--- config.mk ---
export PLATFORM = sky130hd
export DESIGN_NAME = useq
export DESIGN_NICKNAME = d
export VERILOG_FILES = /design/src/rtl/useq_pkg.sv /design/src/rtl/useq_jump.sv /design/src/rtl/useq.sv
export SDC_FILE = /design/constraint.sdc
export NUM_CORES = 1
export LEC_CHECK = 0
export ABC_AREA = 1
export ABC_CLOCK_PERIOD_IN_PS = 1800
export CORE_UTILIZATION = 28
export CTS_CLUSTER_DIAMETER = 150
export DETAILED_ROUTE_END_ITERATION = 16
export PLACE_DENSITY = 0.81
export SLEW_MARGIN = 10
export SYNTH_ARGS = -nofsm -noshare
export SYNTH_HDL_FRONTEND = slang
export SYNTH_HIERARCHICAL = 1
export SYNTH_SLANG_ARGS = --single-unit
--- constraint.sdc ---
create_clock -name clk -period 1.8 [get_ports clk]
set_input_delay 0.18 -clock clk [delete_from_list [all_inputs] [get_ports clk]]
set_output_delay 0.18 -clock clk [all_outputs]
set_load 0.005 [all_outputs]
--- src/rtl/useq_pkg.sv ---
// Shared types and defaults for the microcode sequencer and its jump evaluator.
package useq_pkg;

  typedef enum logic [1:0] {RUN, WAIT, HALT} state_t;

  localparam int DEF_RT_BIT   = 0;
  localparam int DEF_MEM_BIT  = 1;
  localparam int DEF_HALT_BIT = 2;
  localparam int DEF_JBASE    = 3;

  // Jump-condition field as it sits in the microinstruction, MSB first.
  typedef struct packed {
    logic jgt;
    logic jlt;
    logic jz;
    logic jc;
  } jcond_t;

  function automatic int t_bits(input int n);
    return $clog2(n);
  endfunction

endpackage

--- src/rtl/useq_jump.sv ---
// Combinational jump-condition evaluator: J field and {C,Z,LT} flags to a raw take signal.
module useq_jump
  import useq_pkg::*;
(
  input  jcond_t     jc,
  input  logic [2:0] flags,
  output logic       jmp
);

  logic c, z, lt;

  assign c  = flags[2];
  assign z  = flags[1];
  assign lt = flags[0];

  assign jmp = (jc.jc & c) | (jc.jz & z) | (jc.jlt & lt) | (jc.jgt & ~z & ~lt);

endmodule

--- src/rtl/useq.sv ---
// Microcode sequencer: T-state counter, ROM addressing, control gating, flags,
// jumps, memory wait states, halt/resume and interrupt entry at instruction boundaries.
module useq
  import useq_pkg::*;
#(
  parameter int                OPBITS     = 8,
  parameter int                TSTATES    = 8,
  parameter int                UWIDTH     = 24,
  parameter int                RT_BIT     = DEF_RT_BIT,
  parameter int                MEM_BIT    = DEF_MEM_BIT,
  parameter int                HALT_BIT   = DEF_HALT_BIT,
  parameter int                JBASE      = DEF_JBASE,
  parameter logic [UWIDTH-1:0] STALL_MASK = 24'h0000F1,
  parameter logic [OPBITS-1:0] IRQ_OPCODE = 8'hFF,
  localparam int               TBITS      = t_bits(TSTATES)
) (
  input  logic                    clk,
  input  logic                    reset,
  input  logic [OPBITS-1:0]       ir_opcode,
  output logic [OPBITS+TBITS-1:0] uaddr,
  input  logic [UWIDTH-1:0]       uinstr,
  output logic [UWIDTH-1:0]       ctrl,
  output logic [TBITS-1:0]        T,
  input  logic [2:0]              flags_in,
  input  logic                    flags_we,
  output logic [2:0]              flags,
  output logic                    jmp,
  input  logic                    mem_rdy,
  input  logic                    irq,
  input  logic                    irq_en,
  output logic                    irq_ack,
  input  logic                    run,
  output logic                    halted
);

  state_t            state, state_nx;
  logic [TBITS-1:0]  t_q, t_nx;
  logic [2:0]        flags_q, flags_nx;
  logic              in_irq, in_irq_nx, ack_nx;
  logic              active, stall, go, boundary, take_irq, jraw;
  logic [OPBITS-1:0] opcode_sel;
  jcond_t            jfield;

  assign active     = (state != HALT);
  assign stall      = uinstr[MEM_BIT] & ~mem_rdy;
  // WAIT with memory ready behaves exactly like an unstalled RUN cycle.
  assign go         = active & ~stall;
  assign boundary   = uinstr[RT_BIT] | (t_q == TBITS'(TSTATES - 1));
  assign take_irq   = irq & irq_en;
  assign opcode_sel = in_irq ? IRQ_OPCODE : ir_opcode;

  assign uaddr   = {opcode_sel, t_q};
  assign T       = t_q;
  assign flags   = flags_q;
  assign halted  = (state == HALT);

  assign jfield = jcond_t'(uinstr[JBASE+3:JBASE]);

  useq_jump u_jump (
    .jc    (jfield),
    .flags (flags_q),
    .jmp   (jraw)
  );

  assign jmp = go & jraw;

  always_comb begin
    ctrl = uinstr;
    if (state == HALT)  ctrl = '0;
    else if (stall)     ctrl = uinstr & ~STALL_MASK;
  end

  always_comb begin
    state_nx  = state;
    t_nx      = t_q;
    flags_nx  = flags_q;
    in_irq_nx = in_irq;
    ack_nx    = 1'b0;
    case (state)
      HALT: begin
        if (take_irq) begin
          state_nx  = RUN;
          in_irq_nx = 1'b1;
          ack_nx    = 1'b1;
        end else if (run) begin
          state_nx = RUN;
        end
      end
      default: begin
        if (stall) begin
          state_nx = WAIT;
        end else begin
          state_nx = RUN;
          if (flags_we) flags_nx = flags_in;
          if (uinstr[HALT_BIT]) begin
            // Halting ends the current instruction, including a handler.
            state_nx  = HALT;
            t_nx      = '0;
            in_irq_nx = 1'b0;
          end else if (boundary) begin
            t_nx = '0;
            // Leaving a handler never re-enters on the same boundary.
            if (in_irq) begin
              in_irq_nx = 1'b0;
            end else if (take_irq) begin
              in_irq_nx = 1'b1;
              ack_nx    = 1'b1;
            end
          end else begin
            t_nx = t_q + 1'b1;
          end
        end
      end
    endcase
  end

  always_ff @(posedge clk or posedge reset) begin
    if (reset) begin
      state   <= RUN;
      t_q     <= '0;
      flags_q <= '0;
      in_irq  <= 1'b0;
      irq_ack <= 1'b0;
    end else begin
      state   <= state_nx;
      t_q     <= t_nx;
      flags_q <= flags_nx;
      in_irq  <= in_irq_nx;
      irq_ack <= ack_nx;
    end
  end

endmodule
# ---- Word level (Yosys, flattened, before mapping)
# Cells that the tools add are included.
dict set report word_totals {
  reg_bits 10
  in_bits 42
  output_inout_bits 44
  word_cells 55
}
dict set report classes {
  addsub 1
  n_eq_ne 6
  mux 21
  bitwise_logic 18
  reduce_logical 4
}
# operator n
set ops {}
lappend ops {{24-bit two-way mux} 1}
lappend ops {{8-bit two-way mux} 2}
lappend ops {{1-bit two-way mux} 11}
lappend ops {{2-bit two-way mux} 5}
lappend ops {{1-bit AND} 9}
lappend ops {{3-bit two-way mux} 2}
lappend ops {{3-bit AND reduction} 2}
lappend ops {{1-bit inverter} 5}
lappend ops {{2-bit != test, second input constant} 2}
lappend ops {{1-bit OR} 4}
lappend ops {{3-bit by 1-bit adder with 3-bit output, second input constant} 1}
lappend ops {{3-bit == test, second input constant} 1}
lappend ops {{3-bit by 2-bit != test with 1-bit output, second input constant} 1}
lappend ops {{3-bit nonzero test} 1}
lappend ops {{2-bit == test, second input constant} 1}
lappend ops {{2-bit by 1-bit != test with 1-bit output, second input constant} 1}
lappend ops {{2-bit AND reduction} 1}

# ---- Logic depth before layout (Yosys ltp)
dict set report logic_depth {
  ltp_word 7
  depth_mapped 7
  ltp_nobuf 7
}

# ---- Hierarchy
# The synthesis kept the hierarchy.
# module instances cells_each area_each_um2
set by_module_without_submodules {}
lappend by_module_without_submodules {useq 1 123 782.0}
lappend by_module_without_submodules {useq_jump 1 9 37.5}

# ---- Worst setup path after synthesis
# Ideal clock, no wire load.
dict set report synth_path {
  path_type {register to register}
  startpoint {register t_q[0] (netlist: T[0])}
  endpoint {register in_irq}
  arrival_time_ps 1215
  required_ps 1682
  setup_slack_ps 467
  path_stages_with_launch 7
  path_buffers 0
  period_less_slack_ps 1333
  cell_sequence {dfrtp_1 ha_1 ha_1 nor2_1 nand3_1 nand3_1 nand2_1}
}
dict set report synth_between {
  elab_chain_cells 4
}
# item line
set synth_lines {}
lappend synth_lines {{start, declared} useq.sv:37} ;# logic [TBITS-1:0] t_q, t_nx;
lappend synth_lines {{start signal, assigned} useq.sv:126} ;# t_q <= t_nx;
lappend synth_lines {{3-bit == test} useq.sv:48} ;# assign boundary = uinstr[RT_BIT] | (t_q == TBITS'(TSTATES - 1));
lappend synth_lines {{1-bit OR} useq.sv:48}
lappend synth_lines {{3-bit nonzero test (no line)} -}
lappend synth_lines {{3-bit AND reduction (no line)} -}
lappend synth_lines {{end signal, assigned} useq.sv:128} ;# in_irq <= in_irq_nx;
lappend synth_lines {{end, declared} useq.sv:39} ;# logic in_irq, in_irq_nx, ack_nx;
# No other way between the ends.
# A chain may end at the register's enable or synchronous reset.

# ---- Final worst setup path
dict set report layout_path {
  startpoint {register state[1]}
  endpoint {output ctrl[15]}
}
dict set report layout_between {
  elab_chain_cells 2
}
# item line
set layout_lines {}
lappend layout_lines {{start, declared} useq.sv:36} ;# state_t state, state_nx;
lappend layout_lines {{start signal, assigned} useq.sv:125} ;# state <= state_nx;
lappend layout_lines {{2-bit == test} useq.sv:69} ;# if (state == HALT) ctrl = '0;
lappend layout_lines {{24-bit two-way mux} useq.sv:69}
lappend layout_lines {{end, declared} useq.sv:22} ;# output logic [UWIDTH-1:0] ctrl,
# No other way between the ends.

==> results.json <==
{
  "grt_max_degree": 13,
  "slew_headroom_pct": 72.9,
  "cp_data_required_time_ns": 1.62,
  "end_kind": "output port",
  "slew_violations": 0,
  "cts_buffers": 3,
  "place_ws_ns": 0.128,
  "synth_top_area_share_pct": 30.5,
  "critPathArrivalTime_ns": 1.55,
  "synth_warnings": 6,
  "reg2reg_setup_slack_ns": 0.34,
  "cp-start-kind": "register",
  "dpl.cell_count": 246,
  "worstPathCellList": "inv_2, nor2_4, buf_4, nor2_1, clkdlybuf4s50_1",
  "routedWlPerCell_um": 9.76,
  "drcViolationCount": 0,
  "cts_tree": "yes",
  "viasPerCell": 4.19,
  "cap_violations": 0,
  "dr.pass1.iters": 4,
  "finalSetupTns_ns": 0,
  "dpl.hpwl_um": 2010,
  "status": "finished, final reports clean",
  "initialDrtViolationCount": 12,
  "synth-edff-count": 0,
  "routed_wl_um": 2470,
  "cp_max_fo": 9,
  "path_class": "reg2out",
  "leakagePower_nw": 0.996,
  "antenna_found_initial": 0,
  "synthCells": 132,
  "stdcell_count": 253,
  "final_nets": 267,
  "core.rowCount": 19,
  "synth_area_sq_um": 820,
  "grt_pass1_wl_um": 4080,
  "final_core_util_pct": 64.6,
  "synth_area_leaders": "dfrtp_1 31%, nor2_1 14%, nand2_1 13%, inv_1 12%, or2_2 6.1%",
  "vias": 1061,
  "die_area_sq_um": 3150,
  "slowest_delay_ns": 0.51,
  "first_global_vias": 985,
  "power_density_nw_per_um2": 606,
  "avgSynthCellArea_sq_um": 6.21,
  "start_util_pct": 29.7,
  "gp_congestion": 0.752,
  "drtAntennaViolNets": 0,
  "period_needed_ns": 1.73,
  "syn_nets": 176,
  "fin_ws_ns": 0.0670,
  "diodes": 0,
  "ys.flop_type": "dfrtp_1",
  "post-route-period-util_pct": 96.3,
  "holdBufCountCts": 0,
  "hold_path_class": "in2async",
  "h-tree-depth": 1,
  "die_w_um": 56.1,
  "clock-root-buffer": "clkbuf_4",
  "fin_total_pwr_mw": 1.08,
  "worstMarginPinSlew_ns": 0.407,
  "portBuffers": 85,
  "irDropWorstVdd_mv": 0.441,
  "setup_viol": 0,
  "synthArstFlopShare_pct": 100,
  "grt-ovfl-total": 0,
  "hold_viol": 0,
  "layout-drive-gt1-share_pct": 13.1,
  "synth_cell_types": 19,
  "track_usage_pct": 16.2,
  "die_h_um": 56.1,
  "hold_ws_ns": 0.184,
  "max_clock_freq_mhz": 577,
  "ys_seq_area_share_pct": 30.5,
  "clkTransAtPathRegs_ns": 0.07,
  "yosys.area.top_type": "dfrtp_1",
  "core-area_sq_um": 2760,
  "cts.sinks": 10,
  "io_pins": 86,
  "fin_area_sq_um": 1780,
  "area_growth_pct": 117,
  "crit_slowest_cell": "clkdlybuf4s50_1",
  "clkLatencyLatePin_ns": 0.27,
  "placed_area_sq_um": 1700,
  "synth-seq-cells": 10,
  "finClkSkew_ns": 0.00386,
  "ctsLongestPathBuffers": 2
}
sequential cells by signal, indices dropped and copies added (netlist names):
name     cells
T            3
state        2
flags        3
irq_ack      1
in_irq       1
per-layer routing:
| metal | global-route usage, % | part of all wire (%) | up-vias |
|---|---|---|---|
| li1 | - | - | 559 |
| met4 | 6.27 | 1.5 | 0 |
| met2 | 28.4 | 48 | 45 |
| met5 | 0 | 0 | - |
| met1 | 18.0 | 42 | 452 |
| met3 | 5.12 | 8.0 | 5 |
power breakdown:
part / total [mW] / switching, mW / internal (mW)
Sequential: 0.295 / 0.0372 / 0.257
Combinational: 0.573 / 0.196 / 0.377
Clock: 0.211 / 0.0883 / 0.123
layout by cell type (no fill, tap or decap):
cell type | netlist | final
clkdlybuf4s50_1 | 0 | 76
nor2_1 | 30 | 30
nand2_1 | 28 | 28
inv_1 | 27 | 27
dfrtp_1 | 10 | 10
dlymetal6s2s_1 | 0 | 9
or2_2 | 8 | 8
nand3_1 | 6 | 6
buf_4 | 3 | 6
nand2_2 | 3 | 3
o21ai_1 | 3 | 3
clkbuf_4 | 0 | 3
inv_2 | 2 | 2
o21ai_2 | 2 | 2
ha_1 | 2 | 2
nor2_4 | 1 | 1
o22ai_2 | 1 | 1
nor2_2 | 1 | 1
o21ai_0 | 1 | 1
clkbuf_8 | 0 | 1
buf_6 | 1 | 1
nand3b_1 | 1 | 1
synth_stat cells (2+ instances only):
cell / count
ha_1: 2
dfrtp_1: 10
nand2_1: 28
o21ai_2: 2
o21ai_1: 3
nor2_1: 30
inv_1: 27
buf_4: 3
nand3_1: 6
nand2_2: 3
buf_2: 2
inv_2: 2
or2_2: 8
path summary, 6_finish.rpt:
check / depth (start not counted) / endpoint / startpoint
max in group asynchronous: 2 / flags[1] / reset
min reg2reg: 2 / flags[0] / flags[0]
min in group clk: 3 / flags[0] / flags_in[0]
max: 5 / ctrl[15] / state[1]
max reg2reg: 6 / in_irq / T[0]
min: 2 / irq_ack / reset
logic make-up after synthesis:
logic type | synth area share, %
simple gates | 41.7
buf+inv | 18.6
flops | 30.5
compound gates | 6.11
fa+ha+maj | 3.05
cell type report:
cell class / instances / area, sq um
clock buffer: 4 / 36.3
tap: 31 / 38.8
multi-input combinational: 87 / 417
timing repair buffer: 92 / 930
fill: 265 / 977
sequential: 10 / 250
inverter: 29 / 109
repair_timing:
item / 4_1_cts / 5_1_grt
endpoints found under the hold margin: 0 / 0
resized for setup: 1 / 9
setup buffers: 1 / 2
pin swaps: 1 / 0
setup endpoints to repair: 20 / 10
critical path, delay by kind of cell (launching register included):
kind	cells	cell delay, ns
buffers and inverters	3	0.75
AND/OR/NAND/NOR	2	0.13
flip-flops	1	0.41
No activity file was read; power rests on OpenSTA's default activity.
